**src/rtl/pipeline_ctrl_pkg.sv**
```systemverilog
// Shared CPU pipeline-control types: FSM state, halt cause and forwarding select
// encodings, consumed by the EX operand mux and debug logic.
package pipeline_ctrl_pkg;

  typedef enum logic [1:0] {
    ST_RUN      = 2'b00,
    ST_MEM_WAIT = 2'b01,
    ST_HALT     = 2'b10
  } ctrl_state_e;

  typedef enum logic [1:0] {
    HC_NONE    = 2'b00,
    HC_DEC_ERR = 2'b01,
    HC_MEM_TO  = 2'b10
  } halt_cause_e;

  typedef enum logic [1:0] {
    FWD_RF  = 2'b00,
    FWD_WB  = 2'b01,
    FWD_MEM = 2'b10
  } fwd_sel_e;

  // Register-file write port as seen by the hazard logic
  typedef struct packed {
    logic       we;
    logic [4:0] rd;
  } wr_port_t;

  localparam int NUM_SRC = 2;
  localparam int CNT_W   = 8;

endpackage

```
**src/rtl/pipeline_ctrl_fwd_unit.sv**
```systemverilog
// Operand forwarding select for one EX source register; the younger MEM result wins.
module fwd_unit
  import pipeline_ctrl_pkg::*;
(
  input  logic [4:0] rs,
  input  wr_port_t   mem_wr,
  input  wr_port_t   wb_wr,
  output logic [1:0] sel
);

  always_comb begin
    sel = FWD_RF;
    if (mem_wr.we && mem_wr.rd != 5'd0 && mem_wr.rd == rs)
      sel = FWD_MEM;
    else if (wb_wr.we && wb_wr.rd != 5'd0 && wb_wr.rd == rs)
      sel = FWD_WB;
  end

endmodule

```
**src/rtl/pipeline_ctrl.sv**
```systemverilog
// Pipeline hazard controller: forwarding, load-use/branch/memory stalls and flushes,
// and a RUN/MEM_WAIT/HALT FSM with dmem timeout and error halt.
module pipeline_ctrl
  import pipeline_ctrl_pkg::*;
#(
  parameter int MEM_TIMEOUT = 16
) (
  input  logic       clk,
  input  logic       rst,
  input  logic [4:0] rs1_ID,
  input  logic [4:0] rs2_ID,
  input  logic [4:0] rs1_EX,
  input  logic [4:0] rs2_EX,
  input  logic [4:0] rd_EX,
  input  logic       mem_read_EX,
  input  logic       reg_write_EX,
  input  logic [4:0] rd_MEM,
  input  logic       reg_write_MEM,
  input  logic [4:0] rd_WB,
  input  logic       reg_write_WB,
  input  logic       pc_src_EX,
  input  logic       dmem_req_MEM,
  input  logic       dmem_ack,
  input  logic       err_ID,
  input  logic       err_clr,
  output logic       stall_IF,
  output logic       stall_ID,
  output logic       stall_EX,
  output logic       stall_MEM,
  output logic       flush_ID,
  output logic       flush_EX,
  output logic       flush_WB,
  output logic [1:0] fwd_A_EX,
  output logic [1:0] fwd_B_EX,
  output logic       halted,
  output logic [1:0] halt_cause,
  output logic [1:0] state
);

  ctrl_state_e                     state_q;
  halt_cause_e                     cause_q;
  logic [CNT_W-1:0]                wait_cnt;
  logic [NUM_SRC-1:0][4:0]         rs_ex;
  logic [NUM_SRC-1:0][1:0]         fwd_sel;
  wr_port_t                        mem_wr, wb_wr;
  logic                            mem_stall, load_use;

  assign mem_wr = '{we: reg_write_MEM, rd: rd_MEM};
  assign wb_wr  = '{we: reg_write_WB,  rd: rd_WB};
  assign rs_ex  = {rs2_EX, rs1_EX};

  for (genvar g = 0; g < NUM_SRC; g++) begin : g_fwd
    fwd_unit u_fwd (
      .rs     (rs_ex[g]),
      .mem_wr (mem_wr),
      .wb_wr  (wb_wr),
      .sel    (fwd_sel[g])
    );
  end

  assign mem_stall = dmem_req_MEM & ~dmem_ack;
  // reg_write_EX is implied by mem_read_EX for loads, so it does not gate load_use
  assign load_use  = mem_read_EX & (rd_EX != 5'd0) & ((rd_EX == rs1_ID) | (rd_EX == rs2_ID));

  assign fwd_A_EX   = rst ? FWD_RF : fwd_sel[0];
  assign fwd_B_EX   = rst ? FWD_RF : fwd_sel[1];
  assign state      = state_q;
  assign halt_cause = cause_q;

  // Stall/flush decode is combinational so an ack releases the pipe in its own cycle
  always_comb begin
    stall_IF  = 1'b0;
    stall_ID  = 1'b0;
    stall_EX  = 1'b0;
    stall_MEM = 1'b0;
    flush_ID  = 1'b0;
    flush_EX  = 1'b0;
    flush_WB  = 1'b0;
    if (rst) begin
      flush_ID = 1'b1;
      flush_EX = 1'b1;
      flush_WB = 1'b1;
    end else if (state_q == ST_HALT) begin
      if (err_clr) begin
        flush_ID = 1'b1;
        flush_EX = 1'b1;
      end else begin
        {stall_IF, stall_ID, stall_EX, stall_MEM} = 4'hf;
        flush_WB = 1'b1;
      end
    end else if (mem_stall) begin
      {stall_IF, stall_ID, stall_EX, stall_MEM} = 4'hf;
      flush_WB = 1'b1;
    end else if (pc_src_EX) begin
      flush_ID = 1'b1;
      flush_EX = 1'b1;
    end else if (load_use) begin
      stall_IF = 1'b1;
      stall_ID = 1'b1;
      flush_EX = 1'b1;
    end
  end

  always_ff @(posedge clk) begin
    if (rst) begin
      state_q  <= ST_RUN;
      cause_q  <= HC_NONE;
      wait_cnt <= '0;
      halted   <= 1'b0;
    end else begin
      case (state_q)
        ST_RUN: begin
          if (mem_stall) begin
            state_q  <= ST_MEM_WAIT;
            wait_cnt <= 8'd1;
          end else if (err_ID) begin
            state_q <= ST_HALT;
            cause_q <= HC_DEC_ERR;
            halted  <= 1'b1;
          end
        end
        ST_MEM_WAIT: begin
          // err_ID is ignored here: the decode stage is held and its contents stale
          if (!mem_stall) begin
            state_q  <= ST_RUN;
            wait_cnt <= '0;
          end else if (wait_cnt == CNT_W'(MEM_TIMEOUT)) begin
            state_q <= ST_HALT;
            cause_q <= HC_MEM_TO;
            halted  <= 1'b1;
          end else begin
            wait_cnt <= wait_cnt + 8'd1;
          end
        end
        ST_HALT: begin
          if (err_clr) begin
            state_q  <= ST_RUN;
            cause_q  <= HC_NONE;
            wait_cnt <= '0;
            halted   <= 1'b0;
          end
        end
        default: begin
          state_q <= ST_RUN;
          halted  <= 1'b0;
        end
      endcase
    end
  end

endmodule
```
**config.mk**
```make
export PLATFORM = sky130hd
export DESIGN_NAME = pipeline_ctrl
export DESIGN_NICKNAME = d
export VERILOG_FILES = /design/src/rtl/pipeline_ctrl_pkg.sv /design/src/rtl/pipeline_ctrl_fwd_unit.sv /design/src/rtl/pipeline_ctrl.sv
export SDC_FILE = /design/constraint.sdc
export NUM_CORES = 1
export LEC_CHECK = 0
export ABC_AREA = 1
export CORE_ASPECT_RATIO = 1.25
export CORE_MARGIN = 10
export CORE_UTILIZATION = 43
export DETAILED_ROUTE_END_ITERATION = 8
export PLACE_DENSITY = 0.88
export RECOVER_POWER = 50
export REMOVE_ABC_BUFFERS = 1
export SYNTH_ARGS = -nofsm -noshare
export SYNTH_HDL_FRONTEND = slang
export SYNTH_SLANG_ARGS = --single-unit
```
**constraint.sdc**
```tcl
create_clock -name clk -period 1.73 [get_ports clk]
set_input_delay 0.346 -clock clk [delete_from_list [all_inputs] [get_ports clk]]
set_output_delay 0.346 -clock clk [all_outputs]
set_load 0.005 [all_outputs]
```
==> impl_metrics.tcl <==
set metrics [dict create \
    status "finished, violations left" \
    hp-class "reg2reg" \
    die_x_microns 72.7 \
    clk-insertion-delay-late_ns 0.24 \
    finClkSkew_ns 0.00478 \
    io_pins 62 \
    setup_viol 1 \
    drt_first_pass_iters 4 \
    cellInternalPower_mw 0.983 \
    start_util_pct 45.4 \
    synth_cells 246 \
    finalCritPeriodShare_pct 100 \
    dieArea_sq_um 6230 \
    drt-initial-drc-count 90 \
    gr-usage-all-layers_pct 15.3 \
    cp-end-kind "output pin" \
    crit_buf_inv 3 \
    cts_hold_buf 0 \
    violations "setup timing" \
    p_leak_nw 1.14 \
    async_flop_share_pct 0 \
    setup_tns_ns -0.00125 \
    synthDistinctLibCells 32 \
    cts_max_level 1 \
    fmax_ghz 0.578 \
    ys.flop_type "dfxtp_1" \
    crit_path_top_delay_cell "dfxtp_2" \
    crit_type "reg2out" \
    critPathMaxFanout 3 \
    post-dp-hpwl_microns 3900 \
    p_clk_share_pct 16.5 \
    cts_tree "done" \
    diodes 0 \
    drc 0 \
    timing.final.ws_setup_ns -0.00125 \
    p_per_area_nw_per_um2 719 \
    synth_top_area_share_pct 17.5 \
    clk_path_buf_depth 2 \
    ir_worst_vdd_uv 736 \
    synth_edf_count 0 \
    synthTopCellsByCount "nand2_1 (60), inv_1 (37), nor2_1 (33)" \
    wl_per_cell_microns 13.5 \
    path_cells "inv_2 > ha_4 > nor2_4 > nand2_2 > nand3_2 > buf_6 > a21oi_2 > buf_2" \
    yosys.cell_count.top_type "nand2_1" \
    wl_microns 4890 \
    power_frac_comb_pct 59.8 \
    ys_warn_count 0 \
    worst_slew_pin_slew_ns 0.333 \
    ys_seq_area_share_pct 17.5 \
    cts_buffers 3 \
    cts-root-buf "clkbuf_8" \
    crit_required_ns 1.38 \
    portBuffers 60 \
    grt_pass1_vias 1900 \
    netSwitchingFraction_pct 40.3 \
    viasPerCell 5.07 \
    syn_avg_cell_area_sq_um 6.06 \
    ys_ff_latch 13 \
    gp_congestion 0.893 \
    r2r_slack_ns 0.09 \
    synthDominantAreaCellType "dfxtp_1" \
    clk_pin_slew_ns 0.06 \
    max_stage_delay_ns 0.32 \
    utilization_pct 69.9 \
    ant_nets 0 \
    die_h_microns 85.8 \
    slew_viol_final 0 \
    netlist_area_sq_um 1490 \
    yosys-top-cells-area "dfxtp_1 (17%), nand2_1 (15%), inv_1 (9.3%)" \
    final_layout_size_suffix_gt1_share_pct 29.2 \
    coreArea_sq_um 3280 \
    rsz0062_at_grt "true" \
    cp-start-kind "flop" \
    rows 23 \
    grt_max_degree 10 \
    antenna_found_initial 0 \
    vias 1837 \
    nets 378 \
    syn_to_final_growth_pct 53.8 \
    cap_violations 0 \
    relSlewSlack_pct 77.8 \
    hold_violations 0 \
    grt-ovfl-total 0 \
    numClockSinks 13 \
    arrival_ns 1.39 \
    dp_cells 356 \
    period_needed_ns 1.73 \
    p_sw_mw 0.664 \
    final_cells 362 \
    crit_family "buffers and inverters" \
    seqPwrFrac_pct 23.7 \
    grt_pass1_wl_microns 7920 \
]
power groups by stage:
| stage | sequential, mW | clock (mW) | combinational, mW |
|---|---|---|---|
| 3_5_place_dp | 0.391 | 0 | 0.948 |
| 3_3_place_gp | 0.389 | 0 | 0.928 |
| 2_1_floorplan | 0.393 | 0 | 0.499 |
| 6_report | 0.390 | 0.272 | 0.985 |
| 4_1_cts | 0.391 | 0.276 | 0.957 |
| 5_1_grt | 0.400 | 0.292 | 1.08 |
metal layers:
layer / global-route usage (%) / routed length [microns] / vias to the layer above
met5: 0 / 0 / -
met4: 8.48 / 229 / 0
met3: 6.00 / 379 / 20
met2: 27.9 / 2520 / 68
met1: 13.8 / 1770 / 833
li1: - / - / 916
cells by family after synthesis:
| logic type | share of synthesized area, % |
|---|---|
| simple gates | 43.7 |
| buf+inv | 12.8 |
| xor+xnor | 12.3 |
| compound gates | 8.56 |
| flops | 17.5 |
| fa+ha+maj | 5.04 |
stage by stage:
step / hold WS, ns / area [sq um] / power [mW] / worst slack (ns)
floorplan: 0.418 / 1460 / 0.892 / 0.212
global placement: 0.501 / 2240 / 1.32 / -0.657
detailed placement: 0.507 / 2240 / 1.34 / -0.709
CTS: 0.519 / 2280 / 1.62 / 0.00628
global route: 0.541 / 2290 / 1.77 / -0.0865
finish: 0.520 / 2290 / 1.65 / -0.00125
registers in the layout, summed over array words and instances (netlist names):
register    count
state           2
halt_cause      2
halted          1
wait_cnt        8
path summary, 6_finish.rpt:
check                                   to                   from  cells past startpoint
setup / recovery                  stall_IF  state[0]$_SDFFE_PP0P_                      8
hold / removal         halted$_SDFFE_PP0P_    halted$_SDFFE_PP0P_                      2
setup reg to reg  wait_cnt[5]$_SDFFE_PP0P_  state[1]$_SDFFE_PP0P_                     10
hold reg to reg        halted$_SDFFE_PP0P_    halted$_SDFFE_PP0P_                      2
placed cells by master, fill, tap and decap left out, types with 8 or more instances in the layout:
master	synthesis	routed
nor2_2	6	8
nand2_1	60	56
nand3_1	12	10
inv_2	7	12
buf_4	3	18
buf_2	0	8
clkbuf_2	0	10
dlygate4sd2_1	0	14
clkdlybuf4s15_1	0	17
xor2_1	15	14
inv_1	37	32
dfxtp_1	13	11
nand2_2	5	9
nor2_1	33	29
area by class of cell:
type	count	area, sq um
sequential	13	263
inverter	44	165
tap	37	46.3
fill	304	988
clock buffer	4	45.0
multi-input combinational	185	1130
timing repair buffer	79	639
repair_timing:
item,4_1_cts,5_1_grt
setup buffers,2,0
setup endpoints to repair,11,15
pin swaps,21,27
gates resized for setup,96,47
tightest hold or removal path, delay by kind of cell, from the launching register on:
kind            cells  cell delay (ns)
compound gates      1             0.11
flops               1             0.31
simple gates        1             0.05
No activity file was read; power rests on OpenSTA's default activity.
